===== config.mk =====
export PLATFORM = sky130hd
export DESIGN_NAME = msfsm_gate_mealy
export DESIGN_NICKNAME = d
export VERILOG_FILES = /design/src/rtl/msfsm_gate_mealy.sv
export SDC_FILE = /design/constraint.sdc
export NUM_CORES = 1
export LEC_CHECK = 0
export BUFFER_PORTS_ARGS = -buffer_cell sky130_fd_sc_hd__buf_4
export CORE_AREA = 2 2 39 41
export CTS_BUF_LIST = sky130_fd_sc_hd__clkbuf_8 sky130_fd_sc_hd__clkbuf_16
export DETAILED_ROUTE_END_ITERATION = 12
export DIE_AREA = 0 0 41 43
export GPL_TIMING_DRIVEN = 0
export SYNTH_ARGS = -nofsm -noshare
export SYNTH_HDL_FRONTEND = slang
export SYNTH_SLANG_ARGS = --single-unit

===== constraint.sdc =====
create_clock -name clk -period 1.1 [get_ports clk]
set_input_delay 0 -clock clk [delete_from_list [all_inputs] [get_ports clk]]
set_output_delay 0 -clock clk [all_outputs]
set_load 0.005 [all_outputs]

===== src/rtl/msfsm_gate_mealy.sv =====
// msfsm_gate_mealy: N-input AND/OR gate built from communicating Mealy FSMs.
// Each input has a LOW/HIGH level tracker driven by +/- event strobes.
// A single output FSM emits rise/fall strobes in the same cycle as the input
// event that completes them. Bad events (a rise while HIGH, a fall while LOW,
// or both at once) are dropped. They set a sticky error flag and record the
// lowest offending index.
//
// Optional build macro MSFSM_OUT_REG_EN: when defined, out_P/out_M come from
// a register. They appear one cycle after the completing event.
module msfsm_gate_mealy #(
  parameter int N_IN       = 2,
  parameter bit GATE_OR    = 1'b0,
  parameter bit INIT_LEVEL = 1'b0,
  localparam int IDX_W     = (N_IN > 1) ? $clog2(N_IN) : 1
) (
  input  logic             clk,
  input  logic             reset,
  input  logic [N_IN-1:0]  in_P,
  input  logic [N_IN-1:0]  in_M,
  output logic             out_P,
  output logic             out_M,
  output logic [N_IN-1:0]  lvl,
  output logic             out_lvl,
  output logic             err,
  output logic [IDX_W-1:0] err_idx
);

  typedef enum logic {LOW  = 1'b0, HIGH = 1'b1} in_state_e;
  typedef enum logic {OUT_LOW = 1'b0, OUT_HIGH = 1'b1} out_state_e;

  in_state_e  lvl_q [N_IN];
  in_state_e  lvl_d [N_IN];
  out_state_e out_q, out_d;
  logic             err_q, err_d;
  logic [IDX_W-1:0] err_idx_q, err_idx_d;

  logic [N_IN-1:0]  cur_hi;    // current per-input level, packed
  logic [N_IN-1:0]  nxt;       // per-input level after valid events
  logic [N_IN-1:0]  err_bits;  // per-input protocol violation this cycle
  logic [IDX_W-1:0] first_idx; // lowest violating index this cycle
  logic             f;         // gate function of the next levels
  logic             rise, fall;

  // Per-input FSMs plus error detection: compute next levels from valid events only.
  always_comb begin
    // NOTE: every variable gets a default before any branch, so no path leaves one unassigned and no latch is inferred.
    cur_hi    = '0;
    nxt       = '0;
    err_bits  = '0;
    first_idx = '0;
    for (int i = 0; i < N_IN; i++) begin
      lvl_d[i]  = lvl_q[i];
      cur_hi[i] = (lvl_q[i] == HIGH);
    end
    for (int i = 0; i < N_IN; i++) begin
      err_bits[i] = (in_P[i] & in_M[i]) | (in_P[i] & cur_hi[i]) | (in_M[i] & ~cur_hi[i]);
      if (in_P[i] && !in_M[i] && !cur_hi[i]) begin
        lvl_d[i] = HIGH;
      end else if (in_M[i] && !in_P[i] && cur_hi[i]) begin
        lvl_d[i] = LOW;
      end
      nxt[i] = (lvl_d[i] == HIGH);
    end
    // Scan from the top down so the lowest offending index is the one that remains.
    for (int i = N_IN - 1; i >= 0; i--) begin
      if (err_bits[i]) first_idx = IDX_W'(i);
    end
  end

  // Output FSM and error bookkeeping: gate function, Mealy strobes, sticky error.
  always_comb begin
    f     = GATE_OR ? (|nxt) : (&nxt);
    out_d = f ? OUT_HIGH : OUT_LOW;
    rise  = (out_q == OUT_LOW)  &  f;
    fall  = (out_q == OUT_HIGH) & ~f;
    err_d     = err_q | (|err_bits);
    err_idx_d = err_idx_q;
    if (!err_q && (|err_bits)) err_idx_d = first_idx;
  end

  // State registers for all FSMs, with synchronous active-low reset to INIT_LEVEL.
  always_ff @(posedge clk) begin
    // NOTE: sequential state uses non-blocking assignments so every register samples pre-edge values.
    if (!reset) begin
      for (int i = 0; i < N_IN; i++) lvl_q[i] <= INIT_LEVEL ? HIGH : LOW;
      out_q     <= INIT_LEVEL ? OUT_HIGH : OUT_LOW;
      err_q     <= 1'b0;
      err_idx_q <= '0;
    end else begin
      for (int i = 0; i < N_IN; i++) lvl_q[i] <= lvl_d[i];
      out_q     <= out_d;
      err_q     <= err_d;
      err_idx_q <= err_idx_d;
    end
  end

`ifdef MSFSM_OUT_REG_EN
  logic out_p_q, out_m_q;

  // Registered strobes: delay the rise/fall pulses by one cycle and clear them on reset.
  always_ff @(posedge clk) begin
    if (!reset) begin
      out_p_q <= 1'b0;
      out_m_q <= 1'b0;
    end else begin
      out_p_q <= rise;
      out_m_q <= fall;
    end
  end

  // Reset also masks the registered strobe, so a pulse pending across a reset cycle is dropped.
  assign out_P = reset & out_p_q;
  assign out_M = reset & out_m_q;
`else
  // Pure Mealy strobes, suppressed while reset is held low.
  assign out_P = reset & rise;
  assign out_M = reset & fall;
`endif

  // Flatten the per-input state for the level output.
  always_comb begin
    lvl = '0;
    for (int i = 0; i < N_IN; i++) lvl[i] = (lvl_q[i] == HIGH);
  end

  assign out_lvl = (out_q == OUT_HIGH);
  assign err     = err_q;
  assign err_idx = err_idx_q;

endmodule


After elaboration in Yosys (flattened, before gate mapping)
Memories as Yosys holds them, arrays and structs flattened.
Cells that the tools add are included.
{"block": "classes", "bitwise": 21, "n_reduce_logical": 18, "n_mux": 11}
{"op": "$mux W1", "n": 11}
{"op": "$and A1 B1 Y1", "n": 10}
{"op": "$logic_and A1 B1 Y1", "n": 9}
{"op": "$logic_not A1 Y1", "n": 7}
{"op": "$or A1 B1 Y1", "n": 7}
{"op": "$not A1 Y1", "n": 4}
{"op": "$reduce_and A2 Y1", "n": 1}
{"op": "$reduce_or A2 Y1", "n": 1}
{"block": "word_totals", "mem_count": 1, "register_bits": 3, "inputBits": 6, "word_cells": 54, "output_inout_bits": 7, "ram_bits": 2}
{"memory": "lvl_q", "words": 2, "word_bits": 1, "read_ports": 2, "rd_clocked_by_memory_dff": 0, "wr": 2, "line_no": "31", "rtl": "in_state_e lvl_q [N_IN];"}

Longest topological paths before layout
{"block": "depth", "depth_word": 9, "depth_mapped": 3, "mapped_depth_nobuf": 3}

Least setup slack after synthesis
OpenSTA, ideal clock, no wires.
{"block": "synth_timing", "kind": "reg2reg", "start": "memory lvl_q[0][0] (netlist name)", "end": "register err_idx_q (netlist: err_idx)", "t_required_ps": 981, "setup_time_ps": 119, "stages_incl_launch_ff": 4, "period_less_slack_ps": 980, "setup_slack_ps": 120, "n_path_buf": 0, "arrival_time_ps": 861, "path_cell_list": "dfxtp_1 -> nand2b_2 -> a21boi_1 -> o221a_1"}
{"item": "from (decl)", "line_no": "31"}
{"item": "to (signal assigned)", "line_no": "93", "rtl": "err_idx_q <= err_idx_d;"}
{"item": "to (decl)", "line_no": "35", "rtl": "logic [IDX_W-1:0] err_idx_q, err_idx_d;"}

==> out/summary.txt <==
status: complete, but fails checks
failing checks: setup timing
layer with the highest usage: met1
WL final: 605 um
Fill cells: 144
cells after synthesis: 25
top-count cell post-synth: dfxtp_1
Final ANT Viol Nets: 0
Leak: 0.191 nW
gr ovfl total: 0
fin area: 423 um2
Yosys reg bits: 5
critical path endpoint category: output port
worst-path cell with the longest stage delay: dfxtp_2
clock sinks: 5
Core Util, Final: 0.306
largest net degree at the start of global routing: 6
setup TNS: -0.203 ns
Starting Density: 0.172
row count: 14
post-synthesis cell type count: 15
mapped cell area: 238 um2
DP Cell Count: 53
dominant cell type by area after synthesis: dfxtp_1
Final Cycle Share: 1.11
worst-path cell chain: nor2b_4 > o211ai_4 > nor4_2 > buf_4
die width: 41 um
placed cell area: 348 um2
Synth top area share: 0.421
drt initial violations: 7
met2 GRT Util: 0.0969
Top FF cell, synth: dfxtp_1
final std cells w/o fill: 57
maximum clock frequency: 0.821 GHz
Final Max Slew Viols: 0
via count: 247
register area share after synthesis: 0.421
CP max stage delay: 0.33 ns
Hold Fails Final Rpt: 0
Clock Skew: 0.000402 ns
Critical Path AT: 1.22 ns
GR Layer Usage met1: 0.100
clock root cell: clkbuf_8
crit path kind: reg2out
Core Area: 0.00138 mm2
Die Ht: 43 um
IO Count: 13
Inserted Clock Buffers: 3
proportion of layout cells with a drive suffix above 1: 0.561
EDFF count, synth: 0
DR WL/cell: 10.6 um
Min-Delay Path Class: in2reg
Min-Delay Path Depth: 2
largest fanout on the critical path: 4
synthesized area per cell: 9.51 um2
relative slew slack: 0.853
Synth area leaders: dfxtp_1, nand2b_2, a21oi_1
post-route minimum period: 1.22 ns
die area: 0.00176 mm2
synth-to-layout area growth: 77.9%
fin nets: 48
r2r worst-path depth: 3
nature of the critical path startpoint: register
largest buffer count on any clock path: 2
max-cap violation count: 0
Post-Syn Nets: 31
pwr/cell area: 1490 mW/mm2
M3 GR Usage: 0.0733
multi-input logic area: 154 um2
vias in the first global route: 217
Slew @ Worst Pin: 0.218 ns
Remaining DRCs: 0
initial antenna violation count: 0
CP required: 1.10 ns
Synth async-reset ratio: 0
DPL Wire Length: 424 um
H-Tree Depth: 1
port bufs: 12
# diodes: 0
RSZ-0062 raised after global routing: true
Worst-path clk slew: 0.03 ns
final worst slack: -0.118 ns
register area: 103 um2
# Post-CTS Setup Buffers: 0
Synth top cells by count: dfxtp_1, a21oi_1
drt pass-1 iters: 4
DR vias/cell: 4.33
Setup WS pre-CTS: 0.0171 ns
Worst VDD drop: 964 uV
CTS tree: built
clock latency on the worst-skew pair: 0.22 ns
first-pass GRT wire length: 917 um
Syn. warnings: 0
Final GP Congestion: 0.688
final setup vio count: 2
All-Layer GR Usage: 0.0825
[area by class of cell]
class                      instances  share of cell area
sequential                         5               0.243
timing repair buffer              12               0.222
clock inverter                     1             0.00888
multi-input combinational         18               0.364
clock buffer                       3              0.0976
inverter                           2              0.0178
tap                               16              0.0473
[layer usage]
metal	wire (um)	vias to the layer above	share of wire
li1	-	122	-
met1	254	112	0.42
met2	268	13	0.44
met3	82	0	0.14
met4	0	0	0
met5	0	-	0
[final timing paths]
path | start | to | slack [ns]
worst max register to register | lvl_q[0][0] | err_idx | 0.07
worst min register to register | lvl_q[0][1] | lvl_q[0][1] | 0.51
worst max-delay path | lvl_q[0][0] | out_P | -0.12
worst min-delay path | reset | err_idx | 0.05
[timing repair]
| action | 4_1_cts | 5_1_grt |
|---|---|---|
| gates resized for setup | 7 | 1 |
| setup endpoints to repair | 2 | 2 |
| pin swaps | 1 | 1 |
| hold buffers | 0 | 0 |
[cell families (layout without fill, tap and decap cells)]
logic type | count (synthesis) | after routing | share of synthesized area
buffers and inverters | 2 | 18 | 0.0316
flip-flops | 5 | 5 | 0.421
AND/OR/NAND/NOR | 10 | 10 | 0.274
AO/OA/AOI/OAI | 8 | 8 | 0.274
[worst max-delay path: cells and delay by family, from the launching register on]
kind | cells | cell delay (ns)
compound gates | 1 | 0.10
buf+inv | 1 | 0.15
flops | 1 | 0.33
simple gates | 2 | 0.41
[cell usage in the layout, fill, tap and decap left out, types with 2 or more instances in the layout]
cell type and count:
dfxtp_1 3, clkbuf_8 3, buf_4 11, nand2_1 2
inv_1 3, a21oi_1 3, dfxtp_2 2
[flip-flops by register name, summed over array words and instances, names as in the netlist]
register and cells:
err 1, err_idx 1, lvl_q 2, out_lvl 1
[power breakdown]
part,leakage [nW],internal (mW),switching (mW)
Sequential,0.0420,0.196,0.0106
Clock,0.0269,0.239,0.0883
Combinational,0.122,0.0549,0.0429
Total,0.191,0.490,0.142
[through the flow]
step	power, mW	hold WS [ns]
2_1_floorplan	0.246	0.0963
3_3_place_gp	0.292	0.261
3_5_place_dp	0.292	0.266
4_1_cts	0.642	0.0369
5_1_grt	0.671	0.0469
6_report	0.632	0.0471
Power figures use the tool's default switching activity.
